$ cat src/rtl/song_reader.sv
// song_reader
//   Walks one 32-entry song held in the 128x12 song ROM, one note at a time.
//   Each {note, duration} word goes to the note player. Duration is counted
//   down in beats. The block pauses while play is low. A song ends after
//   index 31 has played, or when an entry with duration 0 is read.
//   The ROM word is {note, duration}, and its read data arrives one clock
//   after the address is presented.
//
// Ports
//   clk         : system clock
//   reset_n     : asynchronous, active-low reset
//   play        : level; 1 = run/resume, 0 = pause (or release after done)
//   song        : song select, sampled only while idle
//   beat        : 1-clk pulse per beat
//   rom_dout    : ROM read data {note, duration}
//   rom_addr    : registered ROM address {song, index}
//   note        : current note (0 = rest)
//   duration    : duration of the current note, in beats
//   new_note    : 1-clk pulse when note/duration update
//   note_active : high while playing and not paused
//   song_done   : 1-clk pulse on reaching the end of the song
module song_reader #(
  parameter int SONG_W = 2,
  parameter int IDX_W  = 5,
  parameter int NOTE_W = 6,
  parameter int DUR_W  = 6
) (
  input  logic                    clk,
  input  logic                    reset_n,
  input  logic                    play,
  input  logic [SONG_W-1:0]       song,
  input  logic                    beat,
  input  logic [NOTE_W+DUR_W-1:0] rom_dout,
  output logic [SONG_W+IDX_W-1:0] rom_addr,
  output logic [NOTE_W-1:0]       note,
  output logic [DUR_W-1:0]        duration,
  output logic                    new_note,
  output logic                    note_active,
  output logic                    song_done
);

  typedef enum logic [2:0] {
    S_IDLE,
    S_FETCH,
    S_WAIT,
    S_PLAY,
    S_DONE
  } state_t;

  state_t                    state_q, state_d;
  logic [SONG_W-1:0]         song_q, song_d;
  logic [IDX_W-1:0]          index_q, index_d;
  logic [DUR_W-1:0]          beat_cnt_q, beat_cnt_d;
  logic [SONG_W+IDX_W-1:0]   rom_addr_q, rom_addr_d;
  logic [NOTE_W-1:0]         note_q, note_d;
  logic [DUR_W-1:0]          duration_q, duration_d;
  logic                      new_note_q, new_note_d;
  logic                      song_done_q, song_done_d;

  logic [NOTE_W-1:0]         rom_note;
  logic [DUR_W-1:0]          rom_dur;
  logic [IDX_W-1:0]          index_next;

  assign rom_note   = rom_dout[NOTE_W+DUR_W-1:DUR_W];
  assign rom_dur    = rom_dout[DUR_W-1:0];
  assign index_next = index_q + IDX_W'(1);

  always_comb begin
    state_d     = state_q;
    song_d      = song_q;
    index_d     = index_q;
    beat_cnt_d  = beat_cnt_q;
    rom_addr_d  = rom_addr_q;
    note_d      = note_q;
    duration_d  = duration_q;
    new_note_d  = 1'b0;
    song_done_d = 1'b0;

    case (state_q)
      S_IDLE: begin
        if (play) begin
          song_d     = song;
          index_d    = '0;
          rom_addr_d = {song, {IDX_W{1'b0}}};
          state_d    = S_FETCH;
        end
      end
      // The ROM registers rom_addr on this edge.
      S_FETCH: state_d = S_WAIT;
      S_WAIT: begin
        // A duration of 0 marks the end of the song. It is not a note.
        if (rom_dur == '0) begin
          note_d      = '0;
          song_done_d = 1'b1;
          state_d     = S_DONE;
        end else begin
          note_d     = rom_note;
          duration_d = rom_dur;
          beat_cnt_d = rom_dur;
          new_note_d = 1'b1;
          state_d    = S_PLAY;
        end
      end
      S_PLAY: begin
        // While paused (play=0) beats are dropped and everything is held.
        if (play && beat) begin
          if (beat_cnt_q == DUR_W'(1)) begin
            // Index 31 ends the song. The address is not advanced into
            // the next song's entries.
            if (index_q == '1) begin
              song_done_d = 1'b1;
              state_d     = S_DONE;
            end else begin
              index_d    = index_next;
              rom_addr_d = {song_q, index_next};
              state_d    = S_FETCH;
            end
          end else begin
            beat_cnt_d = beat_cnt_q - DUR_W'(1);
          end
        end
      end
      S_DONE: begin
        // Wait for play to be released so the song never auto-repeats.
        if (!play) state_d = S_IDLE;
      end
      default: state_d = S_IDLE;
    endcase
  end

  always_ff @(posedge clk or negedge reset_n) begin
    if (!reset_n) begin
      state_q     <= S_IDLE;
      song_q      <= '0;
      index_q     <= '0;
      beat_cnt_q  <= '0;
      rom_addr_q  <= '0;
      note_q      <= '0;
      duration_q  <= '0;
      new_note_q  <= 1'b0;
      song_done_q <= 1'b0;
    end else begin
      state_q     <= state_d;
      song_q      <= song_d;
      index_q     <= index_d;
      beat_cnt_q  <= beat_cnt_d;
      rom_addr_q  <= rom_addr_d;
      note_q      <= note_d;
      duration_q  <= duration_d;
      new_note_q  <= new_note_d;
      song_done_q <= song_done_d;
    end
  end

  assign rom_addr    = rom_addr_q;
  assign note        = note_q;
  assign duration    = duration_q;
  assign new_note    = new_note_q;
  assign song_done   = song_done_q;
  assign note_active = (state_q == S_PLAY) && play;

endmodule
$ cat config.mk
export PLATFORM = sky130hd
export DESIGN_NAME = song_reader
export DESIGN_NICKNAME = d
export VERILOG_FILES = /design/src/rtl/song_reader.sv
export SDC_FILE = /design/constraint.sdc
export NUM_CORES = 1
export LEC_CHECK = 0
export CELL_PAD_IN_SITES_DETAIL_PLACEMENT = 1
export CELL_PAD_IN_SITES_GLOBAL_PLACEMENT = 2
export CORE_ASPECT_RATIO = 1.1
export CORE_UTILIZATION = 27
export DETAILED_ROUTE_END_ITERATION = 7
export HOLD_SLACK_MARGIN = 0.05
export PLACE_DENSITY = 0.8
export SLEW_MARGIN = 20
export SYNTH_ARGS = -nofsm -noshare
export SYNTH_HDL_FRONTEND = slang
export SYNTH_SLANG_ARGS = --single-unit
$ cat constraint.sdc
create_clock -name clk -period 2.16 [get_ports clk]
set_input_delay 0.432 -clock clk [delete_from_list [all_inputs] [get_ports clk]]
set_output_delay 0.432 -clock clk [all_outputs]
set_load 0.01 [all_outputs]
=== Word-level counts from Yosys, hierarchy flattened ===
Index checks and enable logic that the tools add are counted.

* Bits in registers: 37
* Bits of input ports: 18

* Add/sub/neg operators: 2
* Muxes and demuxes: 29
* Reductions and logical operators: 11
* Bitwise operators: 1
* Eq/ne operators: 13

{| class="wikitable"
|+ Operators with widths
! cell !! count
|-
| $mux W7 || 4
|-
| $mux W6 || 4
|-
| $mux W5 || 4
|-
| $mux W3 || 6
|-
| $pmux W3 S5 || 1
|-
| $ne A2 B2 Y1 const B || 7
|-
| $pmux W7 S2 || 1
|-
| $pmux W6 S2 || 1
|-
| $pmux W5 S2 || 1
|-
| $reduce_and A4 Y1 || 2
|-
| $eq A3 B2 Y1 const B || 2
|-
| $eq A6 B1 Y1 const B || 1
|-
| $logic_not A6 Y1 || 1
|-
| $mux W1 || 6
|-
| $sub A6 B1 Y6 const B || 1
|-
| $add A5 B1 Y5 const B || 1
|-
| $eq A5 B5 Y1 const B || 1
|-
| $reduce_and A5 Y1 || 1
|-
| $reduce_and A2 Y1 || 2
|-
| $reduce_bool A2 Y1 || 2
|-
| $eq A3 B1 Y1 const B || 1
|-
| $eq A3 B3 Y1 const B || 1
|-
| $logic_not A3 Y1 || 1
|-
| $logic_and A1 B1 Y1 || 2
|-
| 2 further kinds || 2
|}

=== Depth between registers and ports, before layout ===
Gate-level depths: netlist of run 1.

* Depth in word-level cells: 5
* Gate-level depth with buffers: 7
* Mapped depth without buffers: 7

=== Least setup slack after synthesis of run 1 ===
OpenSTA, ideal clock, no wires.

* Path type: register -> register
* Start: register index_q[0]
* End: register index_q[0]
* Stages on the path, launching flop included: 8
* Required time: 2,035 ps
* Arrival time: 1,947 ps
* Setup time: 125 ps
* Slack: 88 ps
* Cells stage by stage: dfrtp_1 ha_1 and3_1 ha_1 and3b_1 o21ai_1 nor2_1 mux2_2

* Word-level cells in the longest chain between the ends: 5
* Elaborated cells on any way between the ends: 8
* Classes of those cells: 1 x add/sub; 2 x eq/ne; 4 x mux; 1 x reduce/logical

{| class="wikitable"
|+ RTL lines
! what !! RTL line !! RTL
|-
| start, declared || 52 || <nowiki>logic [IDX_W-1:0] index_q, index_d;</nowiki>
|-
| start signal, assigned || 145 || <nowiki>index_q <= index_d;</nowiki>
|-
| $add A5 B1 Y5 || 66 || <nowiki>assign index_next = index_q + IDX_W'(1);</nowiki>
|-
| $mux W5 || 110 || <nowiki>if (index_q == '1) begin</nowiki>
|-
| $mux W5 || 107 || <nowiki>if (beat_cnt_q == DUR_W'(1)) begin</nowiki>
|-
| $mux W5 || 106 || <nowiki>if (play && beat) begin</nowiki>
|-
| $pmux W5 S2 || 79 || <nowiki>case (state_q)</nowiki>
|}

Parallel ways exist; a longest one is shown, timed or not. The select of a mux whose other input is x is not followed.
A chain may end at the register's enable or synchronous reset.

=== Worst setup path in the final report of run 1 ===
* Start: register state_q[2]
* End: output note_active

* Word-level cells in the longest chain between the ends: 2

{| class="wikitable"
|+ RTL lines
! what !! RTL line !! RTL
|-
| start, declared || 50 || <nowiki>state_t state_q, state_d;</nowiki>
|-
| start signal, assigned || 143 || <nowiki>state_q <= state_d;</nowiki>
|-
| $eq A3 B2 Y1 || 160 || <nowiki>assign note_active = (state_q == S_PLAY) && play;</nowiki>
|-
| $logic_and A1 B1 Y1 || 160 ||
|-
| end, declared || 38 || <nowiki>output logic note_active,</nowiki>
|}

Every way passes these cells.

==> reports/qor.yml, run 1 <==
diodes: 0
final.fill_count: 668
synth_edf_count: 0
synth_top_area_cell: "dfrtp_1"
path_clk_slew_ns: 0.06
syn2layout_area_growth_pct: 40.0
cp_cell_sequence: "and3b_1, and2_1, clkdlybuf4s50_1"
syn_inst: 162
synth-async-reset-ratio_pct: 100
syn_area_mm2: 0.00165
arrival_ns: 1.68
cts_root_buffer: "clkbuf_8"
use_met2_pct: 23.9
grt_max_degree: 33
grt_usage_pct: 14.2
first_global_vias: 1463
post_drt_wl_per_cell_um: 13.9
coreArea_mm2: 0.00584
ys_seq_area_share_pct: 48.6
dr.pass1.iters: 4
die_w_um: 76.5
critical_path_buf_inv_count: 1
fin_area_mm2: 0.00231
max_stage_delay_ns: 0.53
yosys_warnings: 0
use_met3_pct: 3.61
cp.required_ns: 1.73
cp_top_family: "buffers and inverters"
power_density_mw_per_mm2: 1160
synth_top_area_share_pct: 48.6
place_congestion: 0.721
clkLatencyLatePin_ns: 0.29
routed_wl_um: 4110
fin_skew_ns: 0.00340
finalHoldViolCount: 0
peakVddDrop_v: 0.000334
drc: 0
worstSetupEndpointType: "output pin"
cts.htree.levels: 2
rsz0062_at_grt: "no"
syn_area_per_cell_um2: 10.2
cts_setup_buffers: 0
maxSlewViolCount: 0
cts.sinks: 32
avgViaCountPerCell: 4.79
ys_ff_latch: 32
die_h_um: 83.9
hold_slack_ns: 0.483
clk_path_buf_depth: 2
finalCriticalPeriod_ns: 2.11
outcome: "finished clean"
place_inst: 287
post_dp_cell_area_mm2: 0.00221
cts_made_buffers: 5
fin_nets: 240
synth_area_leaders: "dfrtp_1 (49%), mux2_2 (6.8%), nand2_1 (6.6%)"
layoutNonFillerInstCount: 295
port-buffer-count: 39
drtIter0Drc: 31
grt_overflow_total: 0
routed-via-count: 1413
hp-class: "register to register"
crit_type: "register to output pin"
timing.setup.tns_ns: 0
worstMarginPinSlew_ns: 0.476
slew_headroom_pct: 68.2
ios: 40
layout-drive-gt1-share_pct: 19.7
cap_violations: 0
grt_util_met1_pct: 17.0
worstPathMaxFanout: 8
ys_types: 44
ant_nets: 0
startpoint_type: "register"
cts_tree: "built"
hpwl_um: 3150
fmax_mhz: 473
busiest_layer: "met2"
initial_utilization_pct: 28.2
grt_pass1_wl_um: 7080
crit_slowest_cell: "clkdlybuf4s50_1"
fin_crit_sh_pct: 97.8
synthFlopType: "dfrtp_1"
rows: 29
design.die.area_mm2: 0.00642
synth_nets: 185
setup_viol: 0
p_leak_nw: 1.02
antenna_found_initial: 0
[power breakdown]
group / internal [mW] / total [mW] / switching [mW] / leakage [nW]
combinational: 0.666 / 1.19 / 0.524 / 0.574
sequential: 0.834 / 1.00 / 0.171 / 0.392
clock: 0.254 / 0.480 / 0.226 / 0.0510
total: 1.75 / 2.67 / 0.920 / 1.02
[registers in the layout, summed over array words and instances, names as in the netlist]
name	cells
beat_cnt_q	6
duration	6
index_q	4
new_note	1
note	6
rom_addr	3
song_done	1
song_q	2
state_q	3
[path summary, 6_finish.rpt]
kind | endpoint | cells past startpoint | slack [ns] | startpoint
setup reg to reg | index_q[0]$_DFFE_PN0P_ | 7 | 0.14 | index_q[1]$_DFFE_PN0P_
hold reg to reg | note[0]$_DFFE_PN0N_ | 2 | 0.48 | note[0]$_DFFE_PN0N_
max in group asynchronous | note[5]$_DFFE_PN0N_ | 2 | 1.31 | reset_n
setup / recovery | note_active | 3 | 0.05 | state_q[2]$_DFFE_PN0P_
min in group asynchronous | song_q[1]$_DFFE_PN0P_ | 2 | 0.55 | reset_n
hold / removal | note[0]$_DFFE_PN0N_ | 2 | 0.48 | note[0]$_DFFE_PN0N_
[layer usage]
metal	vias up	share of wire, %	wire length, um
met5	-	0	0
met4	0	0.95	39
met3	4	3.0	123
met2	27	50	2040
met1	689	46	1910
li1	693	-	-
[cells in the final DEF, fill, tap and decap left out, types with 3 or more instances in the layout]
master / n
nand2_1: 29
dfrtp_1: 32
buf_4: 15
nor2_1: 9
o21ai_0: 13
a2bb2oi_1: 3
o22ai_1: 4
clkbuf_8: 6
a31oi_1: 3
inv_1: 5
o31ai_1: 3
clkdlybuf4s50_1: 39
mux2_2: 10
ha_1: 5
nor3_1: 3
a21oi_1: 3
[layout make-up]
type                       count  area, um2  share of cell area [%]
clock buffer                   6       82.6                    3.58
sequential                    32        801                    34.7
clock inverter                 2       10.0                   0.434
tap                           77       96.3                    4.18
timing repair buffer          54        503                    21.8
inverter                       6       27.5                    1.19
multi-input combinational    118        786                    34.1
[metrics by stage]
step           setup WS (ns)  utilization [%]  power, mW
3_3_place_gp          0.0757             37.8       2.21
5_1_grt              0.00268             39.5       2.89
4_1_cts               0.0295             39.4       2.72
3_5_place_dp          0.0682             37.8       2.23
6_report              0.0477             39.5       2.67
2_1_floorplan         0.0881                -       1.62
[tightest hold or removal path: stages (launching register included)]
cell	delay, ns
dfrtp_1	0.34
nand2_1	0.04
o21ai_0	0.06
[repair_timing]
item,CTS,global route
resized for setup,0,1
hold buffers,0,0
endpoints found under the setup margin,0,3
[synthesized netlist by cell type, drive strengths merged (2+ instances only)]
| master | instances |
|---|---|
| a31oi | 3 |
| nor3 | 3 |
| nor2b | 2 |
| or3b | 2 |
| dfrtp | 32 |
| a2bb2oi | 3 |
| nor4 | 2 |
| nand3b | 2 |
| nand2 | 29 |
| a31o | 2 |
| nor2 | 11 |
| clkbuf | 3 |
| mux2 | 11 |
| nand3 | 2 |
| o21ai | 14 |
| o2bb2ai | 2 |
| inv | 5 |
| and3b | 2 |
| ha | 5 |
| a21oi | 3 |
| o31ai | 3 |
| buf | 3 |
| o22ai | 5 |
[kinds of logic (layout without fill, tap and decap cells)]
kind of cell             after synthesis  in the layout  synth area share, %
AND/OR/NAND/NOR                       61             61                 18.9
buffers and inverters                 12             68                 3.80
flip-flops                            32             32                 48.6
AO/OA/AOI/OAI                         40             40                 16.5
multiplexers                          12             12                 8.36
adder cells (fa/ha/maj)                5              5                 3.80
Power figures use the tool's default switching activity.
==> run 2, diff against run 1 <==
--- a/config.mk
+++ b/config.mk
@@ -8,10 +8,12 @@
 export CELL_PAD_IN_SITES_DETAIL_PLACEMENT = 1
 export CELL_PAD_IN_SITES_GLOBAL_PLACEMENT = 2
 export CORE_ASPECT_RATIO = 1.1
+export CORE_MARGIN = 5
 export CORE_UTILIZATION = 27
 export DETAILED_ROUTE_END_ITERATION = 7
 export HOLD_SLACK_MARGIN = 0.05
 export PLACE_DENSITY = 0.8
+export SKIP_CTS_REPAIR_TIMING = 1
 export SLEW_MARGIN = 20
 export SYNTH_ARGS = -nofsm -noshare
 export SYNTH_HDL_FRONTEND = slang
==> run 2 against run 1 <==
Sequential power barely moved. Critical path depth did not move. Via count fell by 0.35%. Hold slack got worse by 0.0075 ns. Routed wire length rose by 7.6%. Count of clock-buffer cells in the layout rose by 1. Critical path type unchanged. Cell area rose by 1.3%. Die area rose by 21%. Critical endpoint unchanged. Flip-flop and latch count did not move. Sequential share of layout area fell by 0.29 points. Non-clock buffer count rose by 3. Worst setup slack improved by 0.061 ns. Highest routed layer unchanged.
==> reports/qor.yml, run 2 (synthesis results as in run 1) <==
outcome: "finished clean"
cts.htree.levels: 2
fmax_mhz: 487
utilization_pct: 40.0
dp_slack_ns: 0.0542
fin_crit_sh_pct: 95.0
finalCriticalPeriod_ns: 2.05
grt_usage_pct: 12.1
die_w_um: 84.5
drtIter0Drc: 67
design.die.area_mm2: 0.00776
port-buffer-count: 39
fin_nets: 243
place_inst: 288
initial_utilization_pct: 28.2
power_density_mw_per_mm2: 1160
cp.required_ns: 1.73
fin_skew_ns: 0.00702
ff2ff_setup_slack_ns: 0.13
drc: 0
grt_max_degree: 33
mostFrequentLayoutCells: "clkdlybuf4s50_1 (39), nand2_1 (29), dfrtp_1 (29)"
avgViaCountPerCell: 4.74
diodes: 0
setup_viol: 0
hp-class: "register to register"
clk_path_buf_depth: 2
grt_pass1_wl_um: 7600
startpoint_type: "register"
ios: 40
peakVddDrop_v: 0.000370
crit_type: "register to output pin"
finalHoldViolCount: 0
cts_root_buffer: "clkbuf_8"
finalPower_mw: 2.72
worstMarginPinSlew_ns: 0.422
final_common_cell: "clkdlybuf4s50_1"
worstSetupEndpointType: "output pin"
rsz0062_at_grt: "no"
arrival_ns: 1.62
path_clk_slew_ns: 0.06
cap_violations: 0
rows: 29
cts_tree: "built"
p_leak_nw: 1.03
place_congestion: 0.782
coreArea_mm2: 0.00584
maxSlewViolCount: 0
grt_overflow_total: 0
dr.pass1.iters: 4
hpwl_um: 3290
timing.setup.tns_ns: 0
worst_slack_ns: 0.108
die_h_um: 91.9
first_global_vias: 1484
post_drt_wl_per_cell_um: 14.9
post_dp_cell_area_mm2: 0.00222
routed-via-count: 1408
ant_nets: 0
layoutNonFillerInstCount: 297
fin_area_mm2: 0.00234
clkLatencyLatePin_ns: 0.28
antenna_found_initial: 0
syn2layout_area_growth_pct: 41.9
routed_wl_um: 4420
cts.sinks: 32
cts_made_buffers: 5
layout-drive-gt1-share_pct: 21.8
hold_slack_ns: 0.476
worstPathMaxFanout: 6
slew_headroom_pct: 71.8
run 2: area by class of cell:
class                   instances  area [um2]
fillers                       682        3510
inverters                       6        27.5
well taps                      77        96.3
clock buffers                   7        96.3
multi-input cells             118         786
repair buffers                 57         526
flip-flops and latches         32         805
run 2: critical path, cell delays in order (launching register included):
cell and delay, ns:
dfrtp_2 0.44, and3b_1 0.25, and2_1 0.13, clkdlybuf4s50_1 0.53
run 2: final timing paths:
kind | startpoint | end | cells after the start
worst min register to register | note[5]$_DFFE_PN0N_ | note[5]$_DFFE_PN0N_ | 2
worst min-delay path | note[5]$_DFFE_PN0N_ | note[5]$_DFFE_PN0N_ | 2
worst max-delay path | state_q[2]$_DFFE_PN0P_ | note_active | 3
min in group asynchronous | reset_n | beat_cnt_q[2]$_DFFE_PN0P_ | 2
max in group asynchronous | reset_n | state_q[2]$_DFFE_PN0P_ | 2
worst max register to register | index_q[1]$_DFFE_PN0P_ | rom_addr[5]$_DFFE_PN0P_ | 7
run 2: metal layers:
metal  wire length, um  vias to the layer above  GRT usage [%]
met1              2120                      688           16.3
met4                23                        0           3.56
met5                 0                        -              0
met2              2140                       22           18.8
li1                  -                      696              -
met3               143                        2           3.58
run 2: power by group:
part           switching [mW]  internal (mW)  total (mW)
combinational           0.535          0.676        1.21
clock                   0.212          0.284       0.496
sequential              0.174          0.835        1.01
total                   0.922           1.79        2.72
